$ cat config.mk
export PLATFORM = sky130hd
export DESIGN_NAME = uart_tx_arbiter
export DESIGN_NICKNAME = d
export VERILOG_FILES = /design/src/rtl/uart_pkg.sv /design/src/rtl/uart_tx_arbiter_rr_pick.sv /design/src/rtl/uart_tx_arbiter.sv
export SDC_FILE = /design/constraint.sdc
export NUM_CORES = 1
export LEC_CHECK = 0
export BUFFER_PORTS_ARGS = -buffer_cell sky130_fd_sc_hd__buf_4
export CAP_MARGIN = 5
export CELL_PAD_IN_SITES_DETAIL_PLACEMENT = 2
export CELL_PAD_IN_SITES_GLOBAL_PLACEMENT = 2
export CORE_MARGIN = 2
export CORE_UTILIZATION = 28
export DETAILED_ROUTE_END_ITERATION = 10
export GPL_ROUTABILITY_DRIVEN = 0
export PLACE_DENSITY_LB_ADDON = 0.1
export SETUP_SLACK_MARGIN = 0.3
export SLEW_MARGIN = 5
export SYNTH_ARGS = -nofsm -noshare
export SYNTH_HDL_FRONTEND = slang
export SYNTH_SLANG_ARGS = --single-unit
$ cat constraint.sdc
create_clock -name clk -period 2.6 [get_ports clk]
set_clock_uncertainty 0.2 [all_clocks]
set_input_delay 0.26 -clock clk [delete_from_list [all_inputs] [get_ports clk]]
set_output_delay 0.26 -clock clk [all_outputs]
set_load 0.01 [all_outputs]
$ cat src/rtl/uart_pkg.sv
// uart_pkg: shared state encoding and default constants for the UART TX arbiter.
package uart_pkg;
    typedef enum logic [1:0] {IDLE, SEND, WAIT_BUSY, WAIT_DONE} state_t;
    localparam int UART_BYTE_W      = 8;
    localparam int DEF_NUM_REQ      = 4;
    localparam int DEF_LOCK_TIMEOUT = 1024;
endpackage

$ cat src/rtl/uart_tx_arbiter_rr_pick.sv
// rr_pick: combinational round-robin search starting at ptr, wrapping modulo N.
module rr_pick #(
    parameter int N = 4,
    parameter int W = $clog2(N)
) (
    input  logic [N-1:0] req,
    input  logic [W-1:0] ptr,
    output logic [W-1:0] winner,
    output logic         any_valid
);
    // Walk offsets from farthest to nearest so the nearest valid requester wins.
    always_comb begin
        winner    = ptr;
        any_valid = |req;
        for (int k = N - 1; k >= 0; k--)
            if (req[(int'(ptr) + k) % N]) winner = W'((int'(ptr) + k) % N);
    end
endmodule

$ cat src/rtl/uart_tx_arbiter.sv
// uart_tx_arbiter: round-robin, packet-locked sharing of one UART transmitter.
// Define UART_ARB_LOCK_TIMEOUT_EN to drop a stalled lock after LOCK_TIMEOUT idle cycles.
module uart_tx_arbiter
    import uart_pkg::*;
#(
    parameter int NUM_REQ      = DEF_NUM_REQ,
    parameter int GID_W        = $clog2(NUM_REQ),
    parameter int LOCK_TIMEOUT = DEF_LOCK_TIMEOUT
) (
    input  logic                           clk,
    input  logic                           rst_n,
    input  logic [NUM_REQ-1:0]             req_valid,
    input  logic [UART_BYTE_W*NUM_REQ-1:0] req_data,
    input  logic [NUM_REQ-1:0]             req_last,
    output logic [NUM_REQ-1:0]             req_ready,
    output logic                           tx_start,
    output logic [UART_BYTE_W-1:0]         tx_data,
    input  logic                           tx_busy,
    output logic [GID_W-1:0]               grant_id,
    output logic                           active,
    output logic                           lock_abort
);
    state_t                 state, state_nx;
    logic                   locked, locked_nx, any_valid, sel_valid, sel_last, abort;
    logic [GID_W-1:0]       rr_ptr, rr_ptr_nx, grant_nx, winner, next_id;
    logic [UART_BYTE_W-1:0] data_q, sel_data;
    logic [UART_BYTE_W-1:0] bytes [NUM_REQ];

    for (genvar g = 0; g < NUM_REQ; g++) begin : g_bytes
        assign bytes[g] = req_data[g*UART_BYTE_W +: UART_BYTE_W];
    end

    assign sel_valid = req_valid[grant_id];
    assign sel_last  = req_last[grant_id];
    assign sel_data  = bytes[grant_id];
    assign next_id   = (grant_id == GID_W'(NUM_REQ - 1)) ? '0 : grant_id + GID_W'(1);

    rr_pick #(.N(NUM_REQ), .W(GID_W)) u_pick (
        .req       (req_valid),
        .ptr       (rr_ptr),
        .winner    (winner),
        .any_valid (any_valid)
    );

    // The byte is shown live during SEND so the transmitter can load it with tx_start.
    assign tx_start  = state == SEND;
    assign tx_data   = tx_start ? sel_data : data_q;
    assign req_ready = tx_start ? NUM_REQ'(1) << grant_id : '0;
    assign active    = state != IDLE || locked;

    always_comb begin
        state_nx  = state;
        locked_nx = locked;
        rr_ptr_nx = rr_ptr;
        grant_nx  = grant_id;
        case (state)
            IDLE: begin
                if (locked) begin
                    if (sel_valid) state_nx = SEND;
                end else if (any_valid) begin
                    grant_nx  = winner;
                    locked_nx = 1'b1;
                    state_nx  = SEND;
                end
            end
            SEND: begin
                state_nx = WAIT_BUSY;
                if (sel_last) begin
                    locked_nx = 1'b0;
                    rr_ptr_nx = next_id;
                end
            end
            WAIT_BUSY: state_nx = tx_busy ? WAIT_DONE : WAIT_BUSY;
            WAIT_DONE: state_nx = tx_busy ? WAIT_DONE : IDLE;
            default:   state_nx = IDLE;
        endcase
        if (abort) begin
            locked_nx = 1'b0;
            rr_ptr_nx = next_id;
        end
    end

    always_ff @(posedge clk or negedge rst_n) begin
        if (!rst_n) begin
            state    <= IDLE;
            locked   <= 1'b0;
            rr_ptr   <= '0;
            grant_id <= '0;
            data_q   <= '0;
        end else begin
            state    <= state_nx;
            locked   <= locked_nx;
            rr_ptr   <= rr_ptr_nx;
            grant_id <= grant_nx;
            data_q   <= tx_start ? sel_data : data_q;
        end
    end

`ifdef UART_ARB_LOCK_TIMEOUT_EN
    logic [15:0] idle_cnt;
    logic        stall;

    assign stall = state == IDLE && locked && !sel_valid;
    assign abort = stall && idle_cnt == 16'(LOCK_TIMEOUT - 1);

    always_ff @(posedge clk or negedge rst_n) begin
        if (!rst_n) begin
            idle_cnt   <= '0;
            lock_abort <= 1'b0;
        end else begin
            lock_abort <= abort;
            idle_cnt   <= (tx_start || sel_valid || abort) ? '0 : stall ? idle_cnt + 16'd1 : idle_cnt;
        end
    end
`else
    assign abort      = 1'b0;
    assign lock_abort = 1'b0;
`endif
endmodule

### Word level (Yosys, flattened, before mapping)

Index checks and enable logic that the tools add are counted.

* register bits after elaboration: 15
* output and inout port bits: 17
* logic and storage cells: 75
* input bits: 43

* bitwise gates (word level): 5
* order comparisons: 6
* shift operators: 1
* add/sub/neg operators: 4
* reductions and logical operators: 12
* multiplexer cells: 35
* equal/unequal tests: 7

Operators with widths (number)
* $mux 8: 3
* $mux 2: 9
* $bmux 8 s2: 1
* $mux 1: 13
* $bmux 1 s2: 6
* $lt 3x4->1 const B: 3
* $pmux 2 s4: 1
* $eq 2x2->1 const B: 3
* $lt 2x3->1 const B: 2
* $ne 3x3->1 const B: 2
* $reduce_and 2->1: 3
* $reduce_or 2->1: 3
* $add 2x1->2 const B: 2
* $add 2x2->2 const B: 2
* $mux 4: 1
* $reduce_bool 2->1: 2
* $reduce_or 4->1: 1
* $shl 1x2->4 const A: 1
* $and 1x1->1 const A: 3
* $ge 3x3->1 const B: 1
* $not 2->3: 1
* $reduce_and 3->1: 1
* $eq 2x1->1 const B: 1
* $logic_not 2->1: 1
* other kinds (4): 4

### Logic depth before layout (Yosys ltp)

Gate-level depths: netlist of the first run.

* depth after elaboration: 10
* mapped depth: 5
* depth with buffers taken out: 3

### Hierarchy

Synthesis of the first run repeated with hierarchy kept, for this count alone.

* cells, all modules: 97
* area, all modules: 1133.6 um^2

By module, submodules not included
* uart_tx_arbiter: seq. area each 375.4 um^2, instances 1, cells an instance 81, area an instance 1033.5 um^2
* rr_pick: seq. area each 0.0 um^2, instances 1, cells an instance 16, area an instance 100.1 um^2

### Worst setup path before layout of the first run

No wires, ideal clock.

* kind: flip-flop to output port
* from: reg grant_id[0]
* to: out tx_data[0]
* cell stages (with the launch flop): 5
* arrival: 1466 ps
* path buffers: 2
* data required time: 2140 ps
* path slack: 674 ps
* cell sequence: dfrtp_1 buf_6 buf_12 mux4_2 mux2_4

* cells in the longest elaborated chain, start to end: 5

Ends and longest elaborated chain
* start, declared: RTL line uart_tx_arbiter.sv:19 `output logic [GID_W-1:0] grant_id,`
* start signal, assigned: RTL line uart_tx_arbiter.sv:94 `grant_id <= grant_nx;`
* $not 2->3 (implied by the code): RTL line uart_tx_arbiter.sv:35 `assign sel_data = bytes[grant_id];`
* $bmux 8 s2: RTL line uart_tx_arbiter.sv:35
* $mux 8 (implied by the code) (2 in a row): RTL line uart_tx_arbiter.sv:35
* $mux 8
* end, declared: RTL line uart_tx_arbiter.sv:17 `output logic [UART_BYTE_W-1:0] tx_data,`

Every way passes these cells. The select of a mux whose other input is x is not followed.

### Worst setup path after layout of the first run

* from: reg grant_id[0]
* to: out tx_data[3]

The elaborated chain is that of the path after synthesis.

==> results of run 1 <==
==> sequential cells by signal, indices dropped and copies added, names as in the netlist <==
signal and cells:
grant_id 2, locked 1, data_q 8, state 2, rr_ptr 2
==> routing by layer <==
metal / share of wire, % / GRT usage, % / vias up / routed length [um]
met5: 0 / 0 / - / 0
met3: 6.6 / 4.26 / 2 / 224
li1: - / - / 441 / -
met4: 0.67 / 3.06 / 0 / 23
met2: 53 / 32.1 / 33 / 1810
met1: 40 / 20.1 / 470 / 1360
==> timing repair <==
action / 4_1_cts / 5_1_grt
buffers inserted: 0 / 1
resized for setup: 1 / 1
endpoints found under the hold margin: 15 / 0
hold buffers: 1 / 0
endpoints found under the setup margin: 4 / 4
cloned: 0 / 0
==> power groups by stage <==
stage | Sequential (uW) | Clock, uW | Combinational [uW]
floorplan | 423 | 0 | 630
CTS | 455 | 205 | 956
finish | 451 | 196 | 950
detailed placement | 457 | 0 | 951
global placement | 449 | 0 | 908
global route | 473 | 211 | 1040
==> worst min path at each step <==
stage             from         to  slack (ns)  cells past startpoint
5_1_grt        tx_busy   state[0]        0.08                      2
3_5_place_dp     rst_n  data_q[2]       -0.07                      1
3_3_place_gp     rst_n  data_q[2]       -0.06                      1
2_1_floorplan    rst_n  data_q[0]       -0.24                      0
6_report       tx_busy   state[1]        0.06                      3
4_1_cts        tx_busy   state[1]        0.05                      3
==> worst reg2reg max path, cell delays in order, from the launching register on <==
cell and delay, ns:
dfrtp_2 0.45, buf_4 0.21, mux4_2 0.54, nand2_1 0.13, mux2_2 0.34
==> synth_stat cells (3+ instances only) <==
cell type  instances
dfrtp_1           15
nor2_1             6
mux2_2             5
mux2_4             5
mux4_1             3
ha_1               4
mux4_2             6
inv_1              4
and2_1             4
mux2i_1            3
buf_2              3
==> cell type report <==
cell class | count | area, um2 | share of cell area [%]
clock buffer | 4 | 45.0 | 2.77
inverter | 4 | 15.0 | 0.924
multi-input combinational | 59 | 642 | 39.5
sequential | 15 | 377 | 23.2
tap | 48 | 60.1 | 3.70
timing repair buffer | 64 | 487 | 29.9
==> stage by stage <==
stage          worst slack, ns  hold slack (ns)  total power (uW)  cell area (um2)  instances
6_report                 0.375           0.0589              1600             1630        194
5_1_grt                  0.314           0.0831              1730             1630        194
4_1_cts                  0.306           0.0547              1620             1610        193
3_5_place_dp             0.493          -0.0650              1410             1560        188
3_3_place_gp             0.519          -0.0645              1360             1560        188
2_1_floorplan            0.674           -0.236              1050             1090         85
==> kinds of logic after synthesis <==
family / Yosys count
multiplexers: 22
AND/OR/NAND/NOR: 20
flip-flops: 15
AO/OA/AOI/OAI: 12
buffers and inverters: 11
adder cells (fa/ha/maj): 4
other: 1
==> metrics.txt, run 1 <==
relative slew slack 63.6%; Buf/Inv on CP 2; drt first-iter violations 19; full die area 0.00441 mm2; clock root buffer clkbuf_8; commonest cells after routing, fill and taps aside buf_4, dfrtp_1, mux4_2, nor2_1; Post-synth EDFFs 0; Comb pwr share 59.5%; Seq pwr share 28.3%; Leak 0.000759 uW; # clock sinks 15; count of input and output buffers 58; Hold Violations, Final 0; Fin Setup TNS 0 ns; switching portion of total power 36.4%; FF-to-FF setup slack 0.62 ns; Worst Setup SP grant_id[0]; Max VDD drop 0.397 mV; max incr delay on CP 0.49 ns; Layout Nets 194; number of max-cap violations 0; end of the worst register-to-register path rr_ptr[1]; Reg-to-Reg Start grant_id[0]; Critical Path Slowest Stage Cell mux4_2; synth-to-layout area growth 49.1%; worst-margin pin slew 0.533 ns; first-pass GRT wire length 5.60 mm; Mapped Avg Cell Area 12.8 um2; final WL 3.42 mm; Setup crit end kind output port; Synth Area in Adders 4.59%; chip width 66.4 um; CTS tree built; crit share post-route 85.6%; worst-path fanout max 7; initial antenna violation count 0; Compound-Gate Fraction of Synth Area 8.15%; starting density of the core 29.5%; Core ar. 0.00369 mm2; row count 22; Pins Over Slew Limit 0; Via-to-Cell Ratio 4.88; DRT antenna net count 0; Seq/Total Area, Yosys 34.4%; Ports 60; Setup violations, final 0; largest family of logic cells by synthesized area multiplexers; clock power share 12.2%; number of global-route vias before repair 1077; P_int 1010 uW; post-detailed-route wirelength per cell 17.6 um; Required @ worst endpoint 2.14 ns; Yosys top cell by area dfrtp_1; Synth top area share 34.4%; mux share of post-synthesis cell area 34.4%; Gate Count Post-Synth 85; critical path class reg2out; Synth Flop Type dfrtp_1; Synth area leaders dfrtp_1, mux4_2, mux4_1, mux2_4, mux2_2; diode count 0; Cell variety after synth 32; Synth Area in Simple Gates 11.4%; Fillers 397; Vias 946; CTS Buf Count 3; Die Y 66.4 um; post-layout utilization of the core 44.1%; Synth Register Bits 15; post-synthesis xor/xnor area fraction 0%; worst setup path end tx_data[3]; fin crit period 2.22 ns; RSZ-0062 raised after global routing no; most common cell after layout, fill and taps aside buf_4; crit-path cells buf_6 -> mux4_2 -> mux2_4 -> buf_4; Worst-path clk slew 0.07 ns; reg2reg path depth 4; status finished, final reports clean; pin count of the biggest net entering global routing 16; Achievable Freq 0.449 GHz; Syn. warnings 0; worst min path class in2reg; DP HPWL 2.76 mm; critical path depth in cells 4; Switch Pwr 582 uW; worst path arrival time 1.76 ns; share of post-route cells with drive strength above 1 57.5%; Synth async-reset ratio 100%; All-Layer GR Usage 17.3%; Mapped Nets 132; Overflow after GRT 0; CTS max path bufs 2; crit path launch type flip-flop; drt pass-1 iters 2; number of H-tree levels 1; Post-Synthesis Cell Area 0.00109 mm2; PwrDens 982 mW/mm2; worst skew pair latency 0.25 ns; DRC viols 0; family with the most delay on the worst path multiplexers
No activity file was read; power rests on OpenSTA's default activity.
==> run 2: changes to the inputs <==
--- a/config.mk
+++ b/config.mk
@@ -11,11 +11,12 @@
 export CELL_PAD_IN_SITES_GLOBAL_PLACEMENT = 2
 export CORE_MARGIN = 2
 export CORE_UTILIZATION = 28
+export CTS_BUF_LIST = sky130_fd_sc_hd__clkbuf_16
 export DETAILED_ROUTE_END_ITERATION = 10
 export GPL_ROUTABILITY_DRIVEN = 0
 export PLACE_DENSITY_LB_ADDON = 0.1
 export SETUP_SLACK_MARGIN = 0.3
-export SLEW_MARGIN = 5
+export SLEW_MARGIN = 20
 export SYNTH_ARGS = -nofsm -noshare
 export SYNTH_HDL_FRONTEND = slang
 export SYNTH_SLANG_ARGS = --single-unit
==> metrics.txt, run 2 (synthesis gave the netlist of run 1 again) <==
met3 Usage GRT 4.26% (unchanged); routing usage on met2 32.9% (+0.75 points); worst path arrival time 1.76 ns (about the same); P_int 1110 uW (+9.5%); Required @ worst endpoint 2.14 ns (about the same); diode count 0 (unchanged); crit share post-route 85.5% (about the same); worst-margin pin slew 0.583 ns (+0.0497 ns); critical path class reg2out; Fin Setup TNS 0 ns (unchanged); crit path launch type flip-flop; switching portion of total power 35.0% (-1.4 points); Seq. cell area 377 um2 (unchanged); count of input and output buffers 58 (unchanged); Setup crit end kind output port; initial antenna violation count 0 (unchanged); Ports 60 (unchanged); synth-to-layout area growth 52.2%; GR peak layer met2; full die area 0.00441 mm2 (unchanged); DRT antenna net count 0 (unchanged); post-layout utilization of the core 45.0% (+0.92 points); Leak 0.000778 uW (+2.6%); max reg flops 8 (unchanged); Biggest register data_q; All-Layer GR Usage 17.9% (+0.61 points); Die Y 66.4 um (unchanged); chip width 66.4 um (unchanged); drt pass-1 iters 3 (+1); first-pass GRT wire length 5.69 mm (+1.6%); status finished, final reports clean; clock power share 17.9% (+5.7 points); Critical Path Slowest Stage Cell mux4_2; Switch Pwr 599 uW (+2.9%); DRC viols 0 (unchanged); worst-path fanout max 7 (unchanged); RSZ-0062 raised after global routing no; CTS Buf Count 3 (unchanged); final WL 3.52 mm (+3.0%); number of global-route vias before repair 1082 (+0.46%); relative slew slack 60.2% (-3.4 points); # clock sinks 15 (unchanged); worst min path class in2reg; post-detailed-route wirelength per cell 18.1 um (+3.0%); PwrDens 1030 mW/mm2 (+4.9%); row count 22 (unchanged); share of post-route cells with drive strength above 1 57.5% (unchanged); number of H-tree levels 1 (unchanged); area occupied by multi-input gates 642 um2 (unchanged); Setup violations, final 0 (unchanged); Worst-path clk slew 0.05 ns (-0.02 ns); routing usage on met1 20.3% (+0.21 points); number of max-cap violations 0 (unchanged); Core ar. 0.00369 mm2 (unchanged); Buf/Inv on CP 2 (unchanged); Max VDD drop 0.358 mV (-10%); worst skew pair latency 0.25 ns (about the same); most common cell after layout, fill and taps aside buf_4; family with the most delay on the worst path multiplexers; CTS tree built; CTS max path bufs 2 (unchanged); drt first-iter violations 21 (+2); Vias 949 (+0.32%); Comb pwr share 55.5% (-4.0 points); Achievable Freq 0.450 GHz (about the same); Via-to-Cell Ratio 4.89 (+0.32%); final hold slack 0.0581 ns (-0.000740 ns); fin crit period 2.22 ns (-0.00148 ns); commonest cells after routing, fill and taps aside buf_4, dfrtp_1, mux4_2, nor2_1; DP HPWL 2.76 mm (unchanged); clock root buffer clkbuf_16; Hold Violations, Final 0 (unchanged); Layout Nets 194 (unchanged); Overflow after GRT 0 (unchanged); Fillers 394 (-0.76%); starting density of the core 29.5% (unchanged); max incr delay on CP 0.49 ns (about the same); Pins Over Slew Limit 0 (unchanged); Seq pwr share 26.6% (-1.7 points); crit-path cells buf_6 -> mux4_2 -> mux2_4 -> buf_4; pin count of the biggest net entering global routing 16 (unchanged)
-- run 2: cell types whose count changed in the layout (fill, tap and decap cells not counted), sizes merged --
cell | before | now
inv | 4 | 5
clkbuf | 4 | 3
-- run 2: final cells by class --
| class | count | share of cell area, % |
|---|---|---|
| Timing Repair Buffer | 64 | 29.3 |
| Tap cell | 48 | 3.62 |
| Clock inverter | 1 | 0.226 |
| Sequential cell | 15 | 22.7 |
| Inverter | 4 | 0.905 |
| Multi-Input combinational cell | 59 | 38.7 |
| Clock buffer | 3 | 4.52 |
-- run 2: what timing repair did --
item,CTS,global route
gates resized for setup,1,1
cloned,0,0
buffers inserted,0,1
hold buffers,1,0
setup endpoints to repair,4,4
endpoints found under the hold margin,15,0
-- run 2: worst min-delay path, delay by kind of cell --
family / cells / cell delay (ns)
AND/OR/NAND/NOR: 2 / 0.12
buffers and inverters: 1 / 0.09
-- run 2: path summary, 6_finish.rpt --
check | startpoint | to | slack, ns | cells past startpoint
worst max-delay path | grant_id[0] | tx_data[3] | 0.38 | 4
worst min-delay path | tx_busy | state[1] | 0.06 | 3
worst max register to register | grant_id[0] | rr_ptr[1] | 0.63 | 4
worst min register to register | data_q[0] | data_q[0] | 0.29 | 1
max in group asynchronous | rst_n | grant_id[0] | 1.79 | 2
min in group asynchronous | rst_n | data_q[2] | 0.21 | 2
-- run 2: stage by stage --
step                power, uW  cells  cell area, um2  setup WS, ns
global route             1840    194            1660         0.316
detailed placement       1410    188            1560         0.493
finish                   1710    194            1660         0.377
CTS                      1730    193            1650         0.310
floorplan                1050     85            1090         0.674
global placement         1360    188            1560         0.519
-- run 2: per-layer routing --
metal	wire length (um)	vias up	share of wire, %
met3	233	5	6.6
met4	47	0	1.3
met1	1370	471	39
met5	0	-	0
met2	1870	33	53
li1	-	440	-
-- run 2: power by group through the flow --
stage          combinational, uW  clock, uW  sequential [uW]
5_1_grt                     1040        325              475
4_1_cts                      956        317              457
3_3_place_gp                 908          0              449
6_report                     948        307              455
2_1_floorplan                630          0              423
3_5_place_dp                 951          0              457
==> run 3: changes to the inputs <==
--- a/config.mk
+++ b/config.mk
@@ -7,13 +7,14 @@
 export LEC_CHECK = 0
 export BUFFER_PORTS_ARGS = -buffer_cell sky130_fd_sc_hd__buf_4
 export CAP_MARGIN = 5
-export CELL_PAD_IN_SITES_DETAIL_PLACEMENT = 2
+export CELL_PAD_IN_SITES_DETAIL_PLACEMENT = 1
 export CELL_PAD_IN_SITES_GLOBAL_PLACEMENT = 2
 export CORE_MARGIN = 2
 export CORE_UTILIZATION = 28
 export CTS_BUF_LIST = sky130_fd_sc_hd__clkbuf_16
 export DETAILED_ROUTE_END_ITERATION = 10
 export GPL_ROUTABILITY_DRIVEN = 0
+export HOLD_SLACK_MARGIN = 0.06
 export PLACE_DENSITY_LB_ADDON = 0.1
 export SETUP_SLACK_MARGIN = 0.3
 export SLEW_MARGIN = 20
==> metrics.txt, run 3 (synthesis gave the netlist of run 1 again) <==
All-Layer GR Usage 15.1% (-2.9 points); max incr delay on CP 0.54 ns (+0.05 ns); Setup crit end kind output port; Layout Nets 196 (+1.0%); number of max-cap violations 0 (unchanged); family with the most delay on the worst path multiplexers; worst path arrival time 1.76 ns (about the same); diode count 0 (unchanged); critical path class reg2out; max reg flops 8 (unchanged); crit share post-route 85.3% (-0.17 points); share of post-route cells with drive strength above 1 57.4% (-0.10 points); final hold slack 0.177 ns (+0.119 ns); routing usage on met2 25.5% (-7.4 points); first-pass GRT wire length 4.89 mm (-14%); pin count of the biggest net entering global routing 16 (unchanged); Critical Path Slowest Stage Cell mux4_1; Biggest register data_q; most common cell after layout, fill and taps aside buf_4; Fin Setup TNS 0 ns (unchanged); GR peak layer met2; Max VDD drop 0.421 mV (+18%); PwrDens 1020 mW/mm2 (-0.82%); CTS tree built; DRC viols 0 (unchanged); Overflow after GRT 0 (unchanged); Vias 930 (-2.0%); Seq. cell area 377 um2 (unchanged); routing usage on met1 18.9% (-1.4 points); Pins Over Slew Limit 0 (unchanged); Worst-path clk slew 0.05 ns (about the same); pre-CTS setup slack 0.482 ns (-0.0106 ns); drt pass-1 iters 2 (-1); post-layout utilization of the core 45.7% (+0.71 points); row count 22 (unchanged); Via-to-Cell Ratio 4.74 (-3.0%); Buf/Inv on CP 2 (unchanged); full die area 0.00441 mm2 (unchanged); # clock sinks 15 (unchanged); crit-path cells buf_12 -> mux4_1 -> mux2_2 -> buf_4; worst min path class in2reg; crit path launch type flip-flop; Achievable Freq 0.451 GHz (+0.20%); Fillers 406 (+3.0%); initial antenna violation count 0 (unchanged); DRT antenna net count 0 (unchanged); status finished, final reports clean; CTS Buf Count 3 (unchanged); DP HPWL 2.44 mm (-12%); synth-to-layout area growth 54.7%; drt first-iter violations 17 (-19%); number of global-route vias before repair 959 (-11%); starting density of the core 29.5% (unchanged); Required @ worst endpoint 2.14 ns (about the same); Core ar. 0.00369 mm2 (unchanged); final WL 3.16 mm (-10%); Leak 0.000790 uW (+1.5%); Setup violations, final 0 (unchanged); chip width 66.4 um (unchanged); clock root buffer clkbuf_16; worst-path fanout max 4 (-3); CTS max path bufs 2 (unchanged); commonest cells after routing, fill and taps aside buf_4, dfrtp_1, mux4_2, nor2_1; worst skew pair latency 0.24 ns (about the same); Ports 60 (unchanged); met3 Usage GRT 4.43% (+0.17 points); RSZ-0062 raised after global routing no; fin crit period 2.22 ns (-0.00453 ns); number of H-tree levels 1 (unchanged); area occupied by multi-input gates 642 um2 (unchanged); count of input and output buffers 58 (unchanged); Die Y 66.4 um (unchanged); Hold Violations, Final 0 (unchanged); post-detailed-route wirelength per cell 16.1 um (-11%); setup slack after layout 0.381 ns (+0.00453 ns)
## run 3: cell count changes in the layout (fill, tap and decap cells not counted), sizes merged
cell         previous run  this run
dlygate4sd3             1         2
buf                    63        64
## run 3: layout make-up
class                   instances  share of cell area [%]
inverters                       4                   0.891
clock inverters                 1                   0.223
repair buffers                 66                    30.4
well taps                      48                    3.56
clock buffers                   3                    4.45
flip-flops and latches         15                    22.3
multi-input cells              59                    38.1
## run 3: worst paths after layout
path / slack (ns) / endpoint / depth (start not counted) / from
setup / recovery: 0.38 / tx_data[7] / 4 / grant_id[0]
hold / removal: 0.18 / grant_id[0] / 3 / req_valid[0]
setup reg to reg: 0.56 / rr_ptr[0] / 5 / grant_id[0]
hold reg to reg: 0.29 / data_q[4] / 1 / data_q[4]
max in group asynchronous: 1.79 / grant_id[0] / 2 / rst_n
min in group asynchronous: 0.21 / data_q[2] / 2 / rst_n
## run 3: worst register-to-register path, cell delays in order, from the launching register on
cell and delay, ns:
dfrtp_2 0.41, buf_4 0.13, buf_4 0.17, mux4_2 0.54, nand2_1 0.13, mux2_2 0.34
## run 3: per-layer routing
metal | share of wire (%) | routed length, um | vias to the layer above
li1 | - | - | 444
met1 | 43 | 1350 | 450
met5 | 0 | 0 | -
met2 | 50 | 1580 | 32
met4 | 0.63 | 20 | 0
met3 | 6.9 | 217 | 4
## run 3: timing repair
action | in CTS | in global routing
buffers inserted | 0 | 2
hold endpoints to repair | 16 | 0
endpoints found under the setup margin | 4 | 4
hold buffers | 2 | 0
gates resized for setup | 1 | 0
## run 3: report_power, final
group	switching [uW]	internal, uW
logic	400	579
clock network	95.6	204
registers	91.5	352
total	587	1140
## run 3: metrics by stage
| step | instance area, um2 | power [uW] | std cells |
|---|---|---|---|
| 2_1_floorplan | 1090 | 1050 | 85 |
| 3_3_place_gp | 1560 | 1360 | 188 |
| 3_5_place_dp | 1560 | 1390 | 188 |
| 4_1_cts | 1660 | 1710 | 194 |
| 5_1_grt | 1690 | 1850 | 196 |
| 6_report | 1690 | 1720 | 196 |
